===== src/rtl/sd_data_fifo_if.sv =====
`default_nettype none
// ============================================================================
// Module   : sd_data_fifo_if
// Purpose  : Bundle of the block-data FIFO handshake and data signals shared
//            between the host register/DMA side, the SD data phy and the
//            FIFO itself.
// Ports    : master modport - drives direction, flush, host and phy strobes
//                             and write data; observes read data and status.
//            slave modport  - the FIFO view (inverse of master).
// Revision : 1.0  initial release
// ============================================================================
interface sd_data_fifo_if #(
    parameter int FIFO_data_size = 32,
    parameter int FIFO_depth     = 16,
    parameter int ADDR_W         = 4
);
    logic                      iWriteRead;
    logic                      iFlush;
    logic                      iHost_push;
    logic [FIFO_data_size-1:0] iHost_data;
    logic                      iHost_pop;
    logic [FIFO_data_size-1:0] oHost_data;
    logic                      iRead_enable;
    logic [FIFO_data_size-1:0] oData_from_FIFO;
    logic                      iWrite_enable;
    logic [FIFO_data_size-1:0] iData_to_FIFO;
    logic                      oFIFO_ok;
    logic                      oFull;
    logic                      oEmpty;
    logic [ADDR_W:0]           oCount;
    logic                      oOverflow;
    logic                      oUnderflow;

    modport master (
        output iWriteRead, iFlush, iHost_push, iHost_data, iHost_pop,
               iRead_enable, iWrite_enable, iData_to_FIFO,
        input  oHost_data, oData_from_FIFO, oFIFO_ok, oFull, oEmpty,
               oCount, oOverflow, oUnderflow
    );

    modport slave (
        input  iWriteRead, iFlush, iHost_push, iHost_data, iHost_pop,
               iRead_enable, iWrite_enable, iData_to_FIFO,
        output oHost_data, oData_from_FIFO, oFIFO_ok, oFull, oEmpty,
               oCount, oOverflow, oUnderflow
    );
endinterface
`default_nettype wire


===== src/rtl/sd_data_fifo.sv =====
`default_nettype none
// ============================================================================
// Module   : sd_data_fifo
// Purpose  : Bidirectional block data buffer between host and SD data phy.
//            iWriteRead=1: host pushes, phy pops (write to card).
//            iWriteRead=0: phy pushes, host pops (read from card).
// Ports    : iClock  - system clock, rising edge
//            iReset  - synchronous active-low reset
//            bus     - sd_data_fifo_if.slave: direction, flush, host/phy
//                      strobes and data, registered read data, occupancy
//                      flags/count, sticky overflow/underflow, oFIFO_ok
// Revision : 1.0  initial release
// ============================================================================
module sd_data_fifo #(
    parameter int FIFO_data_size = 32,
    parameter int FIFO_depth     = 16,
    parameter int ADDR_W         = 4
) (
    input  wire logic         iClock,
    input  wire logic         iReset,
    sd_data_fifo_if.slave     bus
);

    localparam logic [ADDR_W:0] c_depth = FIFO_depth[ADDR_W:0];

    logic [FIFO_data_size-1:0] r_mem [FIFO_depth];
    logic [ADDR_W-1:0]         r_wp;
    logic [ADDR_W-1:0]         r_rp;
    logic [ADDR_W:0]           r_count;
    logic                      r_full;
    logic                      r_empty;
    logic                      r_ovf;
    logic                      r_unf;
    logic [FIFO_data_size-1:0] r_host_data;
    logic [FIFO_data_size-1:0] r_phy_data;
    logic                      r_dir_q;

    logic                      w_clear;
    logic                      w_push_req;
    logic                      w_pop_req;
    logic [FIFO_data_size-1:0] w_push_data;
    logic                      w_push_ok;
    logic                      w_pop_ok;
    logic [ADDR_W:0]           w_count_nxt;

    // A direction change behaves like a flush on the first cycle the new
    // direction is seen, so stale data never crosses into the other mode.
    assign w_clear     = bus.iFlush | (bus.iWriteRead != r_dir_q);

    assign w_push_req  = bus.iWriteRead ? bus.iHost_push   : bus.iWrite_enable;
    assign w_pop_req   = bus.iWriteRead ? bus.iRead_enable : bus.iHost_pop;
    assign w_push_data = bus.iWriteRead ? bus.iHost_data   : bus.iData_to_FIFO;

    // A pop on a full FIFO frees the slot the same-cycle push lands in.
    assign w_pop_ok    = w_pop_req & ~r_empty;
    assign w_push_ok   = w_push_req & (~r_full | w_pop_ok);

    always_comb begin
        w_count_nxt = r_count;
        case ({w_push_ok, w_pop_ok})
            2'b10:   w_count_nxt = r_count + 1'b1;
            2'b01:   w_count_nxt = r_count - 1'b1;
            default: w_count_nxt = r_count;
        endcase
    end

    always_ff @(posedge iClock) begin
        r_dir_q <= bus.iWriteRead;
        if (!iReset) begin
            r_wp        <= '0;
            r_rp        <= '0;
            r_count     <= '0;
            r_full      <= 1'b0;
            r_empty     <= 1'b1;
            r_ovf       <= 1'b0;
            r_unf       <= 1'b0;
            r_host_data <= '0;
            r_phy_data  <= '0;
        end else if (w_clear) begin
            r_wp    <= '0;
            r_rp    <= '0;
            r_count <= '0;
            r_full  <= 1'b0;
            r_empty <= 1'b1;
            r_ovf   <= 1'b0;
            r_unf   <= 1'b0;
        end else begin
            if (w_push_ok) begin
                r_wp <= r_wp + 1'b1;
            end
            if (w_pop_ok) begin
                r_rp <= r_rp + 1'b1;
                if (bus.iWriteRead) begin
                    r_phy_data <= r_mem[r_rp];
                end else begin
                    r_host_data <= r_mem[r_rp];
                end
            end
            r_count <= w_count_nxt;
            r_full  <= (w_count_nxt == c_depth);
            r_empty <= (w_count_nxt == '0);
            if (w_push_req && r_full && !w_pop_req) begin
                r_ovf <= 1'b1;
            end
            // A pop on empty paired with a push is simply dropped.
            if (w_pop_req && r_empty && !w_push_req) begin
                r_unf <= 1'b1;
            end
        end
    end

    // Storage is never cleared; pointers alone define valid contents.
    always_ff @(posedge iClock) begin
        if (iReset && !w_clear && w_push_ok) begin
            r_mem[r_wp] <= w_push_data;
        end
    end

    assign bus.oHost_data      = r_host_data;
    assign bus.oData_from_FIFO = r_phy_data;
    assign bus.oCount          = r_count;
    assign bus.oFull           = r_full;
    assign bus.oEmpty          = r_empty;
    assign bus.oOverflow       = r_ovf;
    assign bus.oUnderflow      = r_unf;
    assign bus.oFIFO_ok        = bus.iWriteRead ? ~r_empty : ~r_full;

endmodule
`default_nettype wire


===== src/flat_wrapper.sv =====
// flat-port wrapper written by rule: the top's interface ports become plain ports
module sd_data_fifo_flat 
#(
    parameter int FIFO_data_size = 32,
    parameter int FIFO_depth     = 16,
    parameter int ADDR_W         = 4
)
  (iClock, iReset, bus_iWriteRead, bus_iFlush, bus_iHost_push, bus_iHost_data, bus_iHost_pop, bus_iRead_enable, bus_iWrite_enable, bus_iData_to_FIFO, bus_oHost_data, bus_oData_from_FIFO, bus_oFIFO_ok, bus_oFull, bus_oEmpty, bus_oCount, bus_oOverflow, bus_oUnderflow);
  sd_data_fifo_if #(.FIFO_data_size(FIFO_data_size), .FIFO_depth(FIFO_depth), .ADDR_W(ADDR_W)) bus_i ();
  input  wire logic iClock;
  input  wire logic iReset;
  input wire logic [$bits(bus_i.iWriteRead)-1:0] bus_iWriteRead;
  input wire logic [$bits(bus_i.iFlush)-1:0] bus_iFlush;
  input wire logic [$bits(bus_i.iHost_push)-1:0] bus_iHost_push;
  input wire logic [$bits(bus_i.iHost_data)-1:0] bus_iHost_data;
  input wire logic [$bits(bus_i.iHost_pop)-1:0] bus_iHost_pop;
  input wire logic [$bits(bus_i.iRead_enable)-1:0] bus_iRead_enable;
  input wire logic [$bits(bus_i.iWrite_enable)-1:0] bus_iWrite_enable;
  input wire logic [$bits(bus_i.iData_to_FIFO)-1:0] bus_iData_to_FIFO;
  output wire logic [$bits(bus_i.oHost_data)-1:0] bus_oHost_data;
  output wire logic [$bits(bus_i.oData_from_FIFO)-1:0] bus_oData_from_FIFO;
  output wire logic [$bits(bus_i.oFIFO_ok)-1:0] bus_oFIFO_ok;
  output wire logic [$bits(bus_i.oFull)-1:0] bus_oFull;
  output wire logic [$bits(bus_i.oEmpty)-1:0] bus_oEmpty;
  output wire logic [$bits(bus_i.oCount)-1:0] bus_oCount;
  output wire logic [$bits(bus_i.oOverflow)-1:0] bus_oOverflow;
  output wire logic [$bits(bus_i.oUnderflow)-1:0] bus_oUnderflow;
  assign bus_i.iWriteRead = bus_iWriteRead;
  assign bus_i.iFlush = bus_iFlush;
  assign bus_i.iHost_push = bus_iHost_push;
  assign bus_i.iHost_data = bus_iHost_data;
  assign bus_i.iHost_pop = bus_iHost_pop;
  assign bus_i.iRead_enable = bus_iRead_enable;
  assign bus_i.iWrite_enable = bus_iWrite_enable;
  assign bus_i.iData_to_FIFO = bus_iData_to_FIFO;
  assign bus_oHost_data = bus_i.oHost_data;
  assign bus_oData_from_FIFO = bus_i.oData_from_FIFO;
  assign bus_oFIFO_ok = bus_i.oFIFO_ok;
  assign bus_oFull = bus_i.oFull;
  assign bus_oEmpty = bus_i.oEmpty;
  assign bus_oCount = bus_i.oCount;
  assign bus_oOverflow = bus_i.oOverflow;
  assign bus_oUnderflow = bus_i.oUnderflow;
  sd_data_fifo #(.FIFO_data_size(FIFO_data_size), .FIFO_depth(FIFO_depth), .ADDR_W(ADDR_W)) u_core (.iClock(iClock), .iReset(iReset), .bus(bus_i));
endmodule

===== config.mk =====
export PLATFORM = sky130hd
export DESIGN_NAME = sd_data_fifo_flat
export DESIGN_NICKNAME = d
export VERILOG_FILES = /design/src/rtl/sd_data_fifo_if.sv /design/src/rtl/sd_data_fifo.sv /design/src/flat_wrapper.sv
export SDC_FILE = /design/constraint.sdc
export NUM_CORES = 1
export LEC_CHECK = 0
export CORE_UTILIZATION = 40
export CTS_CLUSTER_SIZE = 14
export DETAILED_ROUTE_END_ITERATION = 7
export HOLD_SLACK_MARGIN = 0.12
export PLACE_DENSITY = 0.62
export SLEW_MARGIN = 25
export SYNTH_ARGS = -nofsm -noshare
export SYNTH_HDL_FRONTEND = slang
export SYNTH_SLANG_ARGS = --single-unit

===== constraint.sdc =====
create_clock -name iClock -period 6.15 [get_ports iClock]
set_input_delay 1.845 -clock iClock [delete_from_list [all_inputs] [get_ports iClock]]
set_output_delay 1.845 -clock iClock [all_outputs]
set_load 0.02 [all_outputs]

==> run_results.csv, run 1 <==
group,metric,value,unit
outcome,status,"complete, no violations",
pwr,power_density,300,nW/um^2
place,hpwl,29600,um
floorplan,rows,87,
sta,slew_headroom,0.333,
flow_run,cap_violations,0,
pwr,p_int,6560,uW
worst_setup_path,cp_data_required_time,4.30,ns
place,io_buffers,145,
clock_tree,cts_tree,"done",
logic_synthesis,synth.distinct_cells,36,
final_layout,regArea,17100,um^2
worst_setup_path,crit_slowest_cell,"clkdlybuf4s50_1",
floorplan,die_y,241,um
clock_tree,ctsHoldBuffers,0,
clock_tree,clockBufferDepth,3,
pwr,pwr-share-clk,0.431,
sta,fmax,201,MHz
routing,routed_wirelength,50500,um
floorplan,start_util,0.406,
pwr,p_leak,0.00843,uW
logic_synthesis,synthDominantCellAreaShare,0.670,
logic_synthesis,synth-seq-cells,598,
final_layout,final_cell_area,27300,um^2
sta,worst_pin_slew,0.997,ns
place,gp_congestion,0.721,
pwr,p_seq_frac,0.541,
logic_synthesis,synth_flop_cell,"edfxtp_1",
sta,rsz0062_at_grt,"false",
logic_synthesis,synthTopCellsByCount,"512 x edfxtp_1, 128 x mux4_2, 86 x dfxtp_1",
worst_setup_path,critPathArrivalTime,3.14,ns
worst_setup_path,crit_type,"in -> out",
floorplan,ioPinCount,146,
floorplan,dieArea,58300,um^2
pwr,switching_share,0.201,
worst_setup_path,endpoint_kind,"output port",
final_layout,antenna_cells,0,
final_layout,num-nets-final,1454,
pwr,p_comb_frac,0.028,
routing,drt_iter0_markers,912,
floorplan,die_w,241,um
logic_synthesis,syn_avg_cell_area,19.1,um^2
worst_setup_path,start_kind,"input port",
worst_setup_path,cp_slowest_stage_delay,0.62,ns
grt,grt_max_degree,57,
grt,grt_pass1_wl,75200,um
logic_synthesis,synth.most_common_cell,"edfxtp_1",
sta,fin_tns_setup,0,ns
clock_tree,cts_sinks,598,
clock_tree,post-cts-setup-buffers,0,
sta,final-setup-viol-count,0,
sta,finClkSkew,0.0227,ns
place,placed_cells,2067,
clock_tree,htree_levels,2,
final_layout,final_util,0.484,
worst_setup_path,critPathMaxFanout,17,
grt,antenna_found_initial,0,
routing,viasPerCell,5.26,
logic_synthesis,ys_top_cells_by_area,"edfxtp_1 67%, mux4_2 13%, dfxtp_1 7.5%, mux2_2 3.2%, mux2i_1 1.6%",
clock_tree,cts-resized-gates,0,
logic_synthesis,yosysSeqAreaShare,0.745,
worst_setup_path,crit_chain,"buf_2 > mux2i_1 > clkdlybuf4s50_1",
logic_synthesis,ys_warn_count,0,
routing,post_drt_wl_per_cell,23.1,um
clock_tree,clockRootBuffer,"clkbuf_16",
sta,final_hold_viol_count,0,
final_layout,area.growth.synth_to_final,19.1,%
logic_synthesis,netlist_area,22900,um^2
pwr,ir_drop,208,uV
routing,ant_nets,0,
sta,finalCritPeriodShare,0.810,
logic_synthesis,synth_edf_count,512,
logic_synthesis,yosys.area.top_type,"edfxtp_1",
final_layout,fill_cells,4650,
grt,grt_use_total,0.178,
pwr,switching_power,1650,uW
final_layout,final_cells,2182,
grt,overflow,0,
floorplan,coreArea,56500,um^2
hold_path,hold_path_class,"reg -> reg",
logic_synthesis,synth_async_sr_flop_share,0,
clock_tree,clock_latency,0.62,ns
sta,period_minus_slack,4.98,ns
clock_tree,clkSlewWorstSetupHoldPaths,0.06,ns
clock_tree,cts_made_buffers,61,
routing,drc_errors,0,
place,placedInstanceArea,25400,um^2
routing,drtPass1Iterations,5,
routing,vias,11485,
grt,grt_pass1_vias,11793,
final_layout,drive_gt1_frac,0.237,
logic_synthesis,syn_nets,1284,
final_layout,multi_input_comb_area,5650,um^2
logic_synthesis,syn_inst,1204,
sta,slew_violations,0,
critical path: cells and delay by family:
family	cells	cell delay, ns
buffers and inverters	2	1.04
muxes	1	0.25
flip-flops by register name, indices dropped and copies added, names as in the netlist, 4 cells and up, named ones only:
| signal | cells |
|---|---|
| u_core.r_mem | 512 |
| u_core.bus.oData_from_FIFO | 32 |
| u_core.bus.oHost_data | 32 |
| u_core.bus.oCount | 5 |
| u_core.r_rp | 4 |
| u_core.r_wp | 4 |
per-stage QoR:
step	power [uW]	hold WS, ns	worst slack [ns]
after floorplan	4640	0.485	0.733
final	8210	0.447	1.17
after CTS	8290	0.450	1.15
after global placement	4750	0.438	1.04
after global routing	8450	0.464	1.13
after detailed placement	4760	0.442	0.968
layout make-up:
type / count / share of cell area
flip-flops and latches: 598 / 0.626
well taps: 756 / 0.0346
inverters: 4 / 0.000549
repair buffers: 174 / 0.0609
clock buffers: 91 / 0.0652
multi-input cells: 535 / 0.207
clock inverters: 24 / 0.00600
cell usage in the layout, fill, tap and decap left out, types with 2 or more instances in the layout:
master | Yosys | final
edfxtp_1 | 512 | 512
clkdlybuf4s50_1 | 0 | 144
mux4_2 | 128 | 128
dfxtp_1 | 86 | 82
nand2_1 | 71 | 70
mux2_2 | 65 | 65
clkbuf_16 | 0 | 64
o21ai_1 | 60 | 60
nor2_1 | 66 | 54
a21oi_1 | 42 | 41
mux2i_1 | 37 | 37
buf_4 | 3 | 29
clkbuf_1 | 23 | 19
nor2_4 | 0 | 12
clkinv_2 | 0 | 11
o21ai_0 | 8 | 8
xor2_1 | 8 | 8
ha_1 | 8 | 8
clkbuf_8 | 0 | 8
nand3_1 | 7 | 7
clkinv_1 | 0 | 6
nand2b_1 | 5 | 5
xnor2_1 | 5 | 5
inv_1 | 4 | 4
nor3_2 | 0 | 4
nor2b_1 | 3 | 3
nand4_1 | 3 | 3
dfxtp_4 | 0 | 3
clkinvlp_4 | 0 | 3
nand3b_1 | 2 | 2
o31ai_1 | 2 | 2
power by group through the flow:
stage	Combinational (uW)	Sequential (uW)	Clock, uW
final	231	4440	3540
after global routing	251	4440	3760
after CTS	234	4440	3620
after detailed placement	234	4520	0
after global placement	226	4520	0
after floorplan	110	4530	0
kinds of logic after synthesis:
kind of cell	after synthesis	synth area share
multiplexers	230	0.174
AO/OA/AOI/OAI	115	0.0257
XOR/XNOR	13	0.00496
buffers and inverters	71	0.0148
adder cells (fa/ha/maj)	8	0.00436
flip-flops	598	0.745
AND/OR/NAND/NOR	169	0.0311
layer usage:
layer	vias up	track usage	wire (um)
li1	5120	-	-
met1	5992	0.254	22800
met2	318	0.284	24200
met3	55	0.0316	2680
met4	0	0.0424	807
met5	-	0	0
path summary, 6_finish.rpt:
kind | start | to | slack (ns) | depth (start not counted)
worst min-delay path | u_core.bus.oHost_data[13]$_SDFFE_PN0P_ | u_core.bus.oHost_data[13]$_SDFFE_PN0P_ | 0.45 | 2
worst max register to register | flop | u_core.bus.oHost_data[3]$_SDFFE_PN0P_ | 3.08 | 6
worst min register to register | u_core.bus.oHost_data[13]$_SDFFE_PN0P_ | u_core.bus.oHost_data[13]$_SDFFE_PN0P_ | 0.45 | 2
worst max-delay path | bus_iWriteRead | bus_oFIFO_ok | 1.17 | 3
(Power assumes the default switching activity.)
==> inputs of run 2 (changes only) <==
--- a/config.mk
+++ b/config.mk
@@ -9,7 +9,7 @@
 export CTS_CLUSTER_SIZE = 14
 export DETAILED_ROUTE_END_ITERATION = 7
 export HOLD_SLACK_MARGIN = 0.12
-export PLACE_DENSITY = 0.62
+export PLACE_DENSITY = 0.64
 export SLEW_MARGIN = 25
 export SYNTH_ARGS = -nofsm -noshare
 export SYNTH_HDL_FRONTEND = slang
==> constraint.sdc (replaced) <==
create_clock -name iClock -period 4.51 [get_ports iClock]
set_input_delay 1.353 -clock iClock [delete_from_list [all_inputs] [get_ports iClock]]
set_output_delay 1.353 -clock iClock [all_outputs]
set_load 0.02 [all_outputs]
==> run_results.csv, run 2 (same netlist as run 1, synthesis figures left out) <==
group,metric,value,unit
outcome,status,"complete, no violations",
grt,grt_max_degree,55,
routing,routed_wirelength,50200,um
routing,post_drt_wl_per_cell,22.9,um
floorplan,ioPinCount,146,
sta,finClkSkew,0.0188,ns
grt,overflow,0,
clock_tree,ctsHoldBuffers,0,
final_layout,final_cells,2192,
hold_path,hold_path_class,"reg -> reg",
sta,fin_tns_setup,0,ns
sta,final-setup-viol-count,0,
sta,slew_headroom,0.370,
clock_tree,clkSlewWorstSetupHoldPaths,0.06,ns
final_layout,area.growth.synth_to_final,20.7,%
floorplan,start_util,0.406,
worst_setup_path,critPathMaxFanout,5,
routing,drtPass1Iterations,4,
sta,finalCritPeriodShare,0.815,
grt,grt_pass1_wl,74100,um
pwr,p_int,9110,uW
final_layout,num-nets-final,1468,
sta,fmax,272,MHz
final_layout,final_cell_mix,"512 x edfxtp_1, 144 x clkdlybuf4s50_1, 128 x mux4_2",
flow_run,cap_violations,0,
grt,grt_use_total,0.175,
final_layout,drive_gt1_frac,0.245,
routing,vias,11516,
routing,viasPerCell,5.25,
routing,ant_nets,0,
pwr,power_density,410,nW/um^2
clock_tree,clockRootBuffer,"clkbuf_16",
sta,slew_violations,0,
final_layout,final_common_cell,"edfxtp_1",
final_layout,largest_reg_flops,512,
pwr,switching_share,0.197,
clock_tree,htree_levels,2,
sta,period_minus_slack,3.68,ns
floorplan,coreArea,56500,um^2
place,io_buffers,145,
final_layout,antenna_cells,0,
final_layout,regMostFlops,"u_core.r_mem",
worst_setup_path,start_kind,"input port",
pwr,p_comb_frac,0.029,
sta,whs,0.450,ns
clock_tree,clockBufferDepth,3,
floorplan,die_y,241,um
worst_setup_path,critPathArrivalTime,2.32,ns
clock_tree,cts-resized-gates,0,
clock_tree,cts_tree,"done",
place,placed_cells,2084,
final_layout,fill_cells,4619,
pwr,pwr-share-clk,0.437,
grt,antenna_found_initial,0,
clock_tree,post-cts-setup-buffers,0,
place,gp_congestion,0.755,
grt,grt_pass1_vias,11733,
pwr,power.total,11300,uW
sta,worst_pin_slew,0.945,ns
routing,drc_errors,0,
pwr,switching_power,2240,uW
pwr,p_seq_frac,0.534,
worst_setup_path,endpoint_kind,"output port",
place,hpwl,30500,um
floorplan,rows,87,
worst_setup_path,cp_data_required_time,3.16,ns
clock_tree,cts_sinks,598,
pwr,p_leak,0.00854,uW
floorplan,die_w,241,um
clock_tree,cts_made_buffers,58,
floorplan,dieArea,58300,um^2
sta,final_hold_viol_count,0,
worst_setup_path,crit_type,"in -> out",
sta,rsz0062_at_grt,"false",
clock_tree,clock_latency,0.62,ns
routing,drt_iter0_markers,757,
pwr,ir_drop,297,uV
run 2: critical path: stages:
cell             delay [ns]
buf_2                  0.14
mux2i_1                0.20
clkdlybuf4s50_1        0.63
run 2: final timing paths:
| check | slack [ns] | to | cells past startpoint | from |
|---|---|---|---|---|
| max reg2reg | 1.82 | u_core.bus.oData_from_FIFO[31]$_SDFFE_PN0P_ | 5 | flop |
| max | 0.83 | bus_oFIFO_ok | 3 | bus_iWriteRead |
| min reg2reg | 0.45 | u_core.bus.oHost_data[31]$_SDFFE_PN0P_ | 2 | u_core.bus.oHost_data[31]$_SDFFE_PN0P_ |
| min | 0.45 | u_core.bus.oHost_data[31]$_SDFFE_PN0P_ | 2 | u_core.bus.oHost_data[31]$_SDFFE_PN0P_ |
run 2: power by group through the flow:
| stage | clock [uW] | sequential (uW) | combinational (uW) |
|---|---|---|---|
| floorplan | 0 | 6170 | 151 |
| global placement | 0 | 6170 | 324 |
| detailed placement | 0 | 6170 | 335 |
| CTS | 5060 | 6050 | 335 |
| global route | 5250 | 6050 | 355 |
| finish | 4960 | 6050 | 329 |
run 2: per-layer routing:
metal  vias up  part of all wire  track usage
met5         -                 0            0
met4         0             0.017       0.0472
met3        57             0.057       0.0312
met2       311              0.50        0.295
met1      5996              0.43        0.234
li1       5152                 -            -
run 2: area by class of cell:
class	instances	area, um^2	share of cell area
multi-input combinational	535	5670	0.205
clock inverter	34	412	0.0149
timing repair buffer	191	1990	0.0719
clock buffer	74	1550	0.0560
inverter	4	15.0	0.000542
sequential	598	17100	0.618
tap	756	946	0.0342
run 2: per-stage QoR:
step                      area, um^2   util  worst slack [ns]
after floorplan                23000      -             0.436
after global placement         25700  0.455             0.401
final                          27700  0.490             0.834
after global routing           27700  0.490             0.679
after detailed placement       25700  0.455             0.382
after CTS                      27700  0.490             0.826
